$ cat src/rtl/fetch_unit.sv
// Instruction fetch stage: PC register, BOOT/RUN sequencer and the IF/ID pipeline register.
// Optional FETCH_ALIGN_CHECK_EN adds word alignment of redirects and a sticky misalign_err output.
module fetch_unit #(
  parameter logic [31:0] RESET_PC = 32'h00000000
) (
  input  logic        clk,
  input  logic        reset,
  input  logic        stall,
  input  logic        flush,
  input  logic        redirect_valid,
  input  logic [31:0] redirect_target,
  output logic [31:0] imem_addr,
  input  logic [31:0] imem_instr,
  output logic [31:0] if_pc,
  output logic [31:0] if_pc_plus4,
  output logic [31:0] if_instr,
  output logic        if_valid
`ifdef FETCH_ALIGN_CHECK_EN
  ,
  output logic        misalign_err
`endif
);

  typedef enum logic [0:0] {
    ST_BOOT = 1'b0,
    ST_RUN  = 1'b1
  } state_t;

  state_t      state_r;
  state_t      state_nx_s;
  logic [31:0] pc_r;
  logic [31:0] pc_nx_s;
  logic [31:0] pc_plus4_s;
  logic [31:0] target_s;
  logic [31:0] if_pc_r;
  logic [31:0] if_pc_nx_s;
  logic [31:0] if_pc_plus4_r;
  logic [31:0] if_pc_plus4_nx_s;
  logic [31:0] if_instr_r;
  logic [31:0] if_instr_nx_s;
  logic        if_valid_r;
  logic        if_valid_nx_s;
  logic        misalign_r;
  logic        misalign_nx_s;
  logic        target_misaligned_s;

  // The memory sees the live PC so the word returns in the same cycle it is addressed.
  assign imem_addr   = pc_r;
  assign pc_plus4_s  = pc_r + 32'd4;
  assign if_pc       = if_pc_r;
  assign if_pc_plus4 = if_pc_plus4_r;
  assign if_instr    = if_instr_r;
  assign if_valid    = if_valid_r;
  assign target_misaligned_s = (redirect_target[1:0] != 2'b00);

`ifdef FETCH_ALIGN_CHECK_EN
  assign target_s     = {redirect_target[31:2], 2'b00};
  assign misalign_err = misalign_r;
`else
  // Without the checker the low bits pass through; the memory drops them when indexing.
  assign target_s     = redirect_target;
`endif

  // Next-state logic for the sequencer, PC and IF/ID register.
  always_comb begin
    state_nx_s       = state_r;
    pc_nx_s          = pc_r;
    if_pc_nx_s       = if_pc_r;
    if_pc_plus4_nx_s = if_pc_plus4_r;
    if_instr_nx_s    = if_instr_r;
    if_valid_nx_s    = if_valid_r;
    misalign_nx_s    = misalign_r;

    case (state_r)
      ST_BOOT: begin
        state_nx_s = ST_RUN;
      end
      ST_RUN: begin
        if (redirect_valid) begin
          pc_nx_s = target_s;
        end else if (stall) begin
          pc_nx_s = pc_r;
        end else begin
          pc_nx_s = pc_plus4_s;
        end

        // A squash wins over stall so the wrong-path word never reaches decode.
        if (flush || redirect_valid) begin
          if_instr_nx_s = 32'h00000000;
          if_valid_nx_s = 1'b0;
        end else if (stall) begin
          if_valid_nx_s = if_valid_r;
        end else begin
          if_pc_nx_s       = pc_r;
          if_pc_plus4_nx_s = pc_plus4_s;
          if_instr_nx_s    = imem_instr;
          if_valid_nx_s    = 1'b1;
        end

        if (redirect_valid && target_misaligned_s) begin
          misalign_nx_s = 1'b1;
        end else begin
          misalign_nx_s = misalign_r;
        end
      end
      default: begin
        state_nx_s = ST_BOOT;
      end
    endcase
  end

  // State registers with asynchronous reset.
  always_ff @(posedge clk or posedge reset) begin
    if (reset) begin
      state_r       <= ST_BOOT;
      pc_r          <= RESET_PC;
      if_pc_r       <= 32'h00000000;
      if_pc_plus4_r <= 32'h00000000;
      if_instr_r    <= 32'h00000000;
      if_valid_r    <= 1'b0;
      misalign_r    <= 1'b0;
    end else begin
      state_r       <= state_nx_s;
      pc_r          <= pc_nx_s;
      if_pc_r       <= if_pc_nx_s;
      if_pc_plus4_r <= if_pc_plus4_nx_s;
      if_instr_r    <= if_instr_nx_s;
      if_valid_r    <= if_valid_nx_s;
      misalign_r    <= misalign_nx_s;
    end
  end

endmodule

$ cat config.mk
export PLATFORM = sky130hd
export DESIGN_NAME = fetch_unit
export DESIGN_NICKNAME = d
export VERILOG_FILES = /design/src/rtl/fetch_unit.sv
export SDC_FILE = /design/constraint.sdc
export NUM_CORES = 1
export LEC_CHECK = 0
export BUFFER_PORTS_ARGS = -buffer_cell sky130_fd_sc_hd__buf_2
export CAP_MARGIN = 20
export CORE_MARGIN = 3
export CORE_UTILIZATION = 34
export DETAILED_ROUTE_END_ITERATION = 16
export HOLD_SLACK_MARGIN = 0.03
export PLACE_DENSITY = 0.68
export SYNTH_ARGS = -nofsm -noshare
export SYNTH_HDL_FRONTEND = slang
export SYNTH_SLANG_ARGS = --single-unit
$ cat constraint.sdc
create_clock -name clk -period 3.93 [get_ports clk]
set_input_delay 0.393 -clock clk [delete_from_list [all_inputs] [get_ports clk]]
set_output_delay 0.393 -clock clk [all_outputs]
set_load 0.02 [all_outputs]
==> results of run 1 <==
[power by group through the flow]
stage / Clock, uW / Combinational, uW / Sequential (uW)
after floorplan: 0 / 429 / 2070
after global placement: 0 / 1090 / 1800
after detailed placement: 0 / 1110 / 1810
after CTS: 1600 / 1110 / 1790
after global routing: 1650 / 1190 / 1830
final: 1560 / 1090 / 1790
[registers in the layout, summed over array words and instances, names as in the netlist]
name / count
if_pc_plus4: 30
state_r: 1
if_instr: 32
if_valid: 1
imem_addr: 32
if_pc: 32
[worst paths after layout]
| path | slack (ps) | end | cells past startpoint | from |
|---|---|---|---|---|
| max reg2reg | 1620 | imem_addr[17]$_DFFE_PP0P_ | 5 | imem_addr[2]$_DFFE_PP0P_ |
| max | 1620 | imem_addr[17]$_DFFE_PP0P_ | 5 | imem_addr[2]$_DFFE_PP0P_ |
| max in group asynchronous | 2810 | if_instr[24]$_DFFE_PP0P_ | 3 | reset |
| min | 180 | if_pc_plus4[10]$_DFFE_PP0P_ | 2 | reset |
| min reg2reg | 470 | if_valid$_DFFE_PP0P_ | 1 | if_valid$_DFFE_PP0P_ |
| min in group clk | 200 | if_instr[31]$_DFFE_PP0P_ | 2 | imem_instr[31] |
[cell families (layout without fill, tap and decap cells)]
group / Yosys count / in the layout
compound gates: 150 / 150
xor+xnor: 28 / 28
fa+ha+maj: 1 / 1
buf+inv: 54 / 242
flops: 128 / 128
mux: 38 / 38
other cells: 1 / 2
simple gates: 124 / 124
[stage by stage]
stage | area (um2) | cells | worst slack [ps] | total power, uW | hold slack, ps
2_1_floorplan | 5768 | 524 | 124.4 | 2496 | 497.5
3_3_place_gp | 6852 | 895 | 1496 | 2896 | 468.5
3_5_place_dp | 6867 | 896 | 1455 | 2916 | 464.2
4_1_cts | 7451 | 928 | 1590 | 4497 | 175.0
5_1_grt | 7453 | 929 | 1402 | 4671 | 183.6
6_report | 7453 | 929 | 1625 | 4436 | 177.5
[critical path, delay by kind of cell, from the launching register on]
family / cells / cell delay [ps]
AND/OR/NAND/NOR: 4 / 1610
AO/OA/AOI/OAI: 1 / 170
flip-flops: 1 / 460
[layout by cell type, fill, tap and decap left out, types with 11 or more instances in the layout]
cell       count
nand2_1       24
buf_2        197
nand4_1       11
a22o_1        32
o21ai_0       20
nor2_1        45
nand3_1       13
xor2_1        18
mux2_2        36
dfrtp_1      128
o22ai_1       13
a21oi_1       52
clkbuf_16     17
a2bb2oi_1     15
[area by class of cell]
class	instances	area, um2	share of cell area (%)
clock buffers	22	474.2	6.362
clock inverters	10	110.1	1.477
diodes	1	2.502	0.03357
repair buffers	205	1054	14.13
inverters	5	23.77	0.3190
well taps	216	270.3	3.626
flip-flops and latches	128	3203	42.97
multi-input cells	342	2316	31.07
[metal layers]
layer  global-route usage, %  wire length [um]
met1                   22.98              7327
met2                   26.97              7149
met5                       0                 0
met3                   4.811              1186
met4                   6.159               227
==> out/qor.yml, run 1 <==
status: "complete, no violations"
grt-ovfl-total: 0
start_kind: "register"
switching_share_pct: 32.91
num_rows: 46
netlist-cell-type-count: 45
die_h_um: 136.3
slew-limit-headroom_pct: 34.00
die-area_um2: 18560
max_cap_violations: 0
slew_violations: 0
syn_area_um2: 5768
synth_flop_cell: "dfrtp_1"
seq_power_share_pct: 40.2
grt_pass1_vias: 4619
synth.most_common_cell: "dfrtp_1"
fillCellCount: 1603
finalSetupViolCount: 0
fin_crit_sh_pct: 58.66
critPathMaxFanout: 16
io-pin-count: 198
cp-end-kind: "register"
yosysTopAreaCell: "dfrtp_1"
crit_type: "register to register"
finalCriticalPeriod_ps: 2305
coreArea_um2: 16230
synth_top_family_by_area: "compound AO/OA/AOI/OAI gates"
wl_per_cell_um: 17.10
dpl.hpwl_mm: 10.93
postSynthCellCount: 524
drtIter0Drc: 215
hold_viol_final: 0
die_width_um: 136.3
track_usage_pct: 17.25
yosysWarnings: 0
grt_max_degree: 107
area_delta_synth_final_pct: 29.22
cts-root-buf: "clkbuf_16"
synth_top_cell_area_share_pct: 55.53
detail-route-antenna-nets: 0
vias_per_cell: 5.059
critPathSlowestCell: "and3_1"
num_vias: 4700
p_comb_share_pct: 24.7
antenna_found_initial: 1
ctsHoldBuffers: 0
p_leak_uw: 0.003485
initial_utilization_pct: 35.54
intPower_uw: 2976
path_cells: "and3_1, and3_1, nand4_1, nor4_1, a311o_1"
max_freq_ghz: 0.4338
synthAdderAreaFrac_pct: 0.2169
rsz0062_at_grt: "false"
drc: 0
clk_pin_slew_ps: 60
synth-seq-cells: 128
worstPathRequired_ps: 4270
clock_latency_ps: 410
worst_slew_pin_slew_ps: 990.0
cpPeakStageDelay_ps: 660
p_clk_share_pct: 35.1
drive_above_1_share_pct: 39.61
cts_setup_buffers: 0
grt_pass1_wl_mm: 24.96
worstPathArrival_ps: 2650
numCtsBuffers: 17
hp-class: "primary input to asynchronous set/reset pin"
clock_sinks: 128
routabilityCongestion: 0.7794
drt_wl_total_mm: 15.89
irDropWorstVdd_uv: 319.4
avgSynthCellArea_um2: 11.01
synthXorXnorAreaFrac_pct: 4.252
final_util_pct: 45.92
synth_mux_area_share_pct: 7.375
fin_nets: 769
path_common_cell: "and3_1"
synth_seq_area_share_pct: 55.53
synthTopCellsByArea: "dfrtp_1 56%, mux2_2 7.0%, a22o_1 4.9%"
cts_tree: "yes"
final.setup.tns_ps: 0
clock_skew_ps: 6.864
syn_nets: 594
powerDensity_nw_per_um2: 595.1
synth_compound_gate_area_share_pct: 17.20
cts_buffer_depth: 2
synth_edf_count: 0
yosys.area_share.simple_pct: 10.82
async_reset_ff_share_pct: 100.0
drtPass1Iterations: 4
yosys-top-cells-count: "128 x dfrtp_1, 52 x a21oi_1, 45 x nor2_1, 36 x mux2_2, 32 x a22o_1"
cts-resized-gates: 0
htreeDepth: 4
p_sw_uw: 1460
place.port_buffers: 197
No activity file was read; power rests on OpenSTA's default activity.
==> inputs of run 2 (changes only) <==
==> constraint.sdc (replaced) <==
create_clock -name clk -period 2.1 [get_ports clk]
set_input_delay 0.21 -clock clk [delete_from_list [all_inputs] [get_ports clk]]
set_output_delay 0.21 -clock clk [all_outputs]
set_load 0.02 [all_outputs]
==> run 2 against run 1 <==
  * Routed wire length increased by 6.7%
  * Largest cell class unchanged
  * Register-to-register slack got worse by 1400 ps
  * First-iteration DRC count increased by 3.7%
  * Sequential cell count unchanged
==> out/qor.yml, run 2 (same netlist as run 1, synthesis figures left out) <==
status: "complete, no violations"
coreArea_um2: 16230  # unchanged
worstPathArrival_ps: 2240  # -410 ps
layout_common_cells: "197 x buf_2, 128 x dfrtp_1, 52 x a21oi_1"
antenna_found_initial: 1  # unchanged
rsz0062_at_grt: "false"
track_usage_pct: 18.31  # +1.1 points
dpl.hpwl_mm: 11.56  # +5.8%
p_leak_uw: 0.003759  # +7.9%
slew-limit-headroom_pct: 54.37  # +20 points
crit_type: "register to register"
max_cap_violations: 0  # unchanged
clock_sinks: 128  # unchanged
finalSetupViolCount: 0  # unchanged
detail-route-antenna-nets: 0  # unchanged
drive_above_1_share_pct: 39.50  # -0.10 points
grt_pass1_vias: 4819  # +4.3%
numCtsBuffers: 17  # unchanged
regArea_um2: 3203  # unchanged
cts_tree: "yes"
hold_viol_final: 0  # unchanged
p_sw_uw: 2781  # +91%
start_kind: "register"
cts-root-buf: "clkbuf_16"
die_h_um: 136.3  # unchanged
routabilityCongestion: 0.8232  # +5.6%
switching_share_pct: 32.44  # -0.47 points
num_rows: 46  # unchanged
vias_per_cell: 5.053  # -0.13%
place.port_buffers: 197  # unchanged
die-area_um2: 18560  # unchanged
max_freq_ghz: 0.5262  # +21%
cp-end-kind: "register"
grt_pass1_wl_mm: 26.34  # +5.5%
die_width_um: 136.3  # unchanged
powerDensity_nw_per_um2: 1070  # +80%
cts_setup_buffers: 0  # unchanged
fillCellCount: 1503  # -6.2%
drt_wl_total_mm: 16.96  # +6.7%
final_util_pct: 49.38  # +3.5 points
intPower_uw: 5792  # +95%
fin_crit_sh_pct: 90.49  # +32 points
num_vias: 4972  # +5.8%
drtIter0Drc: 223  # +3.7%
wl_per_cell_um: 17.24  # +0.77%
critPathMaxFanout: 5  # -11
hp-class: "primary input to asynchronous set/reset pin"
clock_skew_ps: 7.957  # +1.093 ps
clock_latency_ps: 420  # about the same
final.setup.tns_ps: 0  # unchanged
grt-ovfl-total: 0  # unchanged
drtPass1Iterations: 4  # unchanged
fin_nets: 824  # +7.2%
worst_slew_pin_slew_ps: 684.5  # -305.5 ps
whs_ps: 3.481  # -174.0 ps
p_comb_share_pct: 26.0  # +1.3 points
finalCriticalPeriod_ps: 1900  # -404.8 ps
htreeDepth: 4  # unchanged
seq_power_share_pct: 38.5  # -1.7 points
clk_pin_slew_ps: 60  # about the same
grt_max_degree: 129  # +21%
p_clk_share_pct: 35.5  # +0.4 points
multi_input_area_um2: 2316  # unchanged
cts_buffer_depth: 2  # unchanged
irDropWorstVdd_uv: 568.4  # +78%
worstPathRequired_ps: 2440  # -1830 ps
slew_violations: 0  # unchanged
drc: 0  # unchanged
io-pin-count: 198  # unchanged
initial_utilization_pct: 35.54  # unchanged
area_delta_synth_final_pct: 38.94
layout_commonest_cell: "buf_2"
run 2: cell types whose count changed in the layout (fill, tap and decap cells not counted), sizes merged:
cell         delta
dlygate4sd3    +33
buf            +22
clkinvlp        -2
bufinv          +1
clkbuf          +1
run 2: area by class of cell:
type                            instances  area share (%)
Clock inverter                          9           1.624
Sequential cell                       128           39.97
Tap cell                              216           3.372
Antenna cell                            1         0.03123
Timing Repair Buffer                  260           19.86
Inverter                                5          0.2810
Multi-Input combinational cell        342           28.90
Clock buffer                           23           5.964
run 2: routing by layer:
metal / vias to the layer above / global-route usage (%) / part of all wire [%]
met5: - / 0 / 0
met4: 0 / 5.767 / 1.5
met3: 21 / 5.996 / 7.8
met2: 198 / 28.54 / 45
met1: 2396 / 24.26 / 45
li1: 2357 / - / -
run 2: worst paths after layout:
check                                              end  depth (start not counted)                      from  slack, ps
max                          imem_addr[28]$_DFFE_PP0P_                          6  imem_addr[3]$_DFFE_PP0P_        200
min reg2reg                       if_valid$_DFFE_PP0P_                          1      if_valid$_DFFE_PP0P_        470
min in group clk               if_instr[1]$_DFFE_PP0P_                          2             imem_instr[1]         40
max reg2reg                  imem_addr[28]$_DFFE_PP0P_                          6  imem_addr[3]$_DFFE_PP0P_        200
max in group asynchronous  if_pc_plus4[18]$_DFFE_PP0P_                          3                     reset       1600
min                            if_instr[5]$_DFFE_PP0P_                          3                     reset          3
run 2: timing repair:
action / 4_1_cts / 5_1_grt
gates resized for setup: 0 / 0
hold buffers: 33 / 0
hold endpoints to repair: 33 / 0
setup endpoints to repair: 0 / 0
run 2: worst max-delay path, stage by stage, from the launching register on:
cell and delay (ps):
dfrtp_1 390, ha_1 270, nand3_1 190, nor4_1 410
nand4_1 220, a21oi_1 200, a2bb2oi_1 160
run 2: power groups by stage:
stage,registers (uW),clock network [uW],logic (uW)
global placement,3330,0,2190
CTS,3300,3100,2260
detailed placement,3340,0,2200
finish,3300,3040,2230
floorplan,3870,0,802
global route,3370,3220,2410
run 2: stage by stage:
stage | cells | power, uW | setup WS, ps | instance area [um2]
after floorplan | 524 | 4672 | 198.0 | 5772
after global placement | 918 | 5513 | 269.9 | 7073
after detailed placement | 918 | 5544 | 228.7 | 7073
after CTS | 983 | 8669 | 202.5 | 8011
after global routing | 984 | 8995 | 28.46 | 8014
final | 984 | 8573 | 199.6 | 8014
==> inputs of run 3 (changes only) <==
--- a/config.mk
+++ b/config.mk
@@ -7,6 +7,7 @@
 export LEC_CHECK = 0
 export BUFFER_PORTS_ARGS = -buffer_cell sky130_fd_sc_hd__buf_2
 export CAP_MARGIN = 20
+export CORE_ASPECT_RATIO = 1.75
 export CORE_MARGIN = 3
 export CORE_UTILIZATION = 34
 export DETAILED_ROUTE_END_ITERATION = 16
==> run 3 against run 2 <==
  * Sequential cell count unchanged
  * Cell count rose by 0.81%
  * Sequential power is essentially flat
  * Global-route usage grew 0.55 points
  * Register-to-register slack barely moved
  * Critical endpoint is now imem_addr[17]$_DFFE_PP0P_
  * Largest cell class unchanged
  * Largest power group unchanged
==> out/qor.yml, run 3 (same netlist as run 1, synthesis figures left out) <==
worstPathRequired_ps: 2390  # -50 ps
fin_nets: 825  # +0.12%
rr_endpoint: "imem_addr[17]$_DFFE_PP0P_"
drive_above_1_share_pct: 39.63  # +0.13 points
die-area_um2: 18630  # +0.33%
clk_pin_slew_ps: 60  # about the same
critPathMaxFanout: 16  # +11
drc: 0  # unchanged
num_rows: 62  # +35%
p_leak_uw: 0.003716  # -1.1%
crit_buf_inv: 1  # +1
routabilityCongestion: 0.8403  # +2.1%
finish.instance_area_um2: 7931  # -1.0%
powerDensity_nw_per_um2: 1024  # -4.3%
cts_tree: "yes"
htreeDepth: 4  # unchanged
drt_wl_total_mm: 17.52  # +3.3%
status: "complete, no violations"
grt_max_degree: 75  # -42%
wl_per_cell_um: 17.66  # +2.5%
critPathSlowestCell: "dfrtp_1"
io-pin-count: 198  # unchanged
start_kind: "register"
irDropWorstVdd_uv: 464.8  # -18%
clock_skew_ps: 8.744  # +0.7871 ps
die_h_um: 178.3  # +31%
layout_commonest_cell: "buf_2"
detail-route-antenna-nets: 0  # unchanged
cts_setup_buffers: 0  # unchanged
grt_pass1_vias: 5045  # +4.7%
critPathTopFamily: "simple AND/OR/NAND/NOR gates"
finalSetupViolCount: 0  # unchanged
path_common_cell: "and3_1"
clock_latency_ps: 410  # about the same
hold_start: "redirect_target[7]"
initial_utilization_pct: 34.91  # -0.63 points
worst_r2r_startpoint: "imem_addr[7]$_DFFE_PP0P_"
die_width_um: 104.5  # -23%
final.setup.tns_ps: 0  # unchanged
fin_crit_sh_pct: 90.42  # about the same
slew_violations: 0  # unchanged
cpPeakStageDelay_ps: 500  # +90 ps
numCtsBuffers: 17  # unchanged
max_cap_violations: 0  # unchanged
cp-end-kind: "register"
min_to: "imem_addr[7]$_DFFE_PP0P_"
worstPathArrival_ps: 2190  # -50 ps
r2r_cells: 5  # -1
regArea_um2: 3203  # unchanged
finalNonFillerCells: 992  # +0.81%
antenna_found_initial: 3  # +2
hold_depth: 3
grt_pass1_wl_mm: 27.37  # +3.9%
hp-class: "primary input to register"
num_vias: 4957  # -0.30%
rsz0062_at_grt: "false"
fillCellCount: 1571  # +4.5%
finalCriticalPeriod_ps: 1899  # -1.657 ps
reg2reg_slack_ps: 200  # about the same
whs_ps: 96.22  # +92.74 ps
drtPass1Iterations: 4  # unchanged
cts_buffer_depth: 2  # unchanged
path_cells: "and3_1, and3_1, buf_4, nand4_1, a311o_1"
place_ws_ps: 132.6  # -96.10 ps
area_delta_synth_final_pct: 37.51
clock_sinks: 128  # unchanged
cts-root-buf: "clkbuf_16"
drtIter0Drc: 242  # +8.5%
dpl.hpwl_mm: 12.33  # +6.6%
vias_per_cell: 4.997  # -1.1%
grt-ovfl-total: 0  # unchanged
multi_input_area_um2: 2317  # about the same
setup_ws_ps: 201.3  # +1.657 ps
hold_viol_final: 0  # unchanged
crit_type: "register to register"
place.port_buffers: 197  # unchanged
coreArea_um2: 16520  # +1.8%
layout_common_cells: "197 x buf_2, 128 x dfrtp_1, 52 x a21oi_1"
track_usage_pct: 18.86  # +0.55 points
max_freq_ghz: 0.5267  # about the same
placed_cells: 925  # +0.76%
place_area_um2: 7063  # -0.14%
[run 3: how the worst max path moves through the flow]
stage | endpoint | from | cells after the start | slack (ps)
global route | if_pc_plus4[23]$_DFFE_PP0P_ | imem_addr[14]$_DFFE_PP0P_ | 6 | 90
detailed placement | imem_addr[16]$_DFFE_PP0P_ | imem_addr[3]$_DFFE_PP0P_ | 6 | 130
global placement | imem_addr[16]$_DFFE_PP0P_ | imem_addr[2]$_DFFE_PP0P_ | 6 | 220
CTS | imem_addr[16]$_DFFE_PP0P_ | imem_addr[3]$_DFFE_PP0P_ | 6 | 120
finish | imem_addr[17]$_DFFE_PP0P_ | imem_addr[7]$_DFFE_PP0P_ | 5 | 200
floorplan | imem_addr[16]$_DFFE_PP0P_ | imem_addr[2]$_DFFE_PP0P_ | 7 | 200
[run 3: where the power goes]
group          switching, uW  internal, uW
Combinational           1360           895
Sequential               353          2940
Clock                   1060          1510
[run 3: worst register-to-register path, stage by stage (launching register included)]
cell     delay [ps]
dfrtp_1         500
and3_1          260
and3_1          170
buf_4           240
nand4_1         210
a311o_1         400
[run 3: routing by layer]
| metal | vias to the layer above | wire [um] | GRT usage (%) |
|---|---|---|---|
| li1 | 2347 | - | - |
| met1 | 2422 | 6768 | 21.68 |
| met2 | 144 | 9389 | 32.98 |
| met3 | 40 | 631 | 3.405 |
| met4 | 4 | 709 | 10.59 |
| met5 | - | 21 | 0 |
[run 3: per-stage QoR]
step	util, %	total power, uW
2_1_floorplan	-	4672
3_3_place_gp	42.75	5522
3_5_place_dp	42.75	5565
4_1_cts	47.98	8234
5_1_grt	48.00	8540
6_report	48.00	8118
[run 3: area by class of cell]
cell class                      count  share of cell area, %
Inverter                            5                 0.2840
Clock inverter                     12                 0.8992
Tap cell                          224                  3.534
Clock buffer                       19                  5.584
Multi-Input combinational cell    342                  29.22
Antenna cell                        1                0.03155
Timing Repair Buffer              261                  20.07
Sequential cell                   128                  40.38
[run 3: repair_timing]
item / 4_1_cts / 5_1_grt
endpoints found under the setup margin: 0 / 1
hold buffers: 35 / 0
gates resized for setup: 0 / 1
hold endpoints to repair: 162 / 0
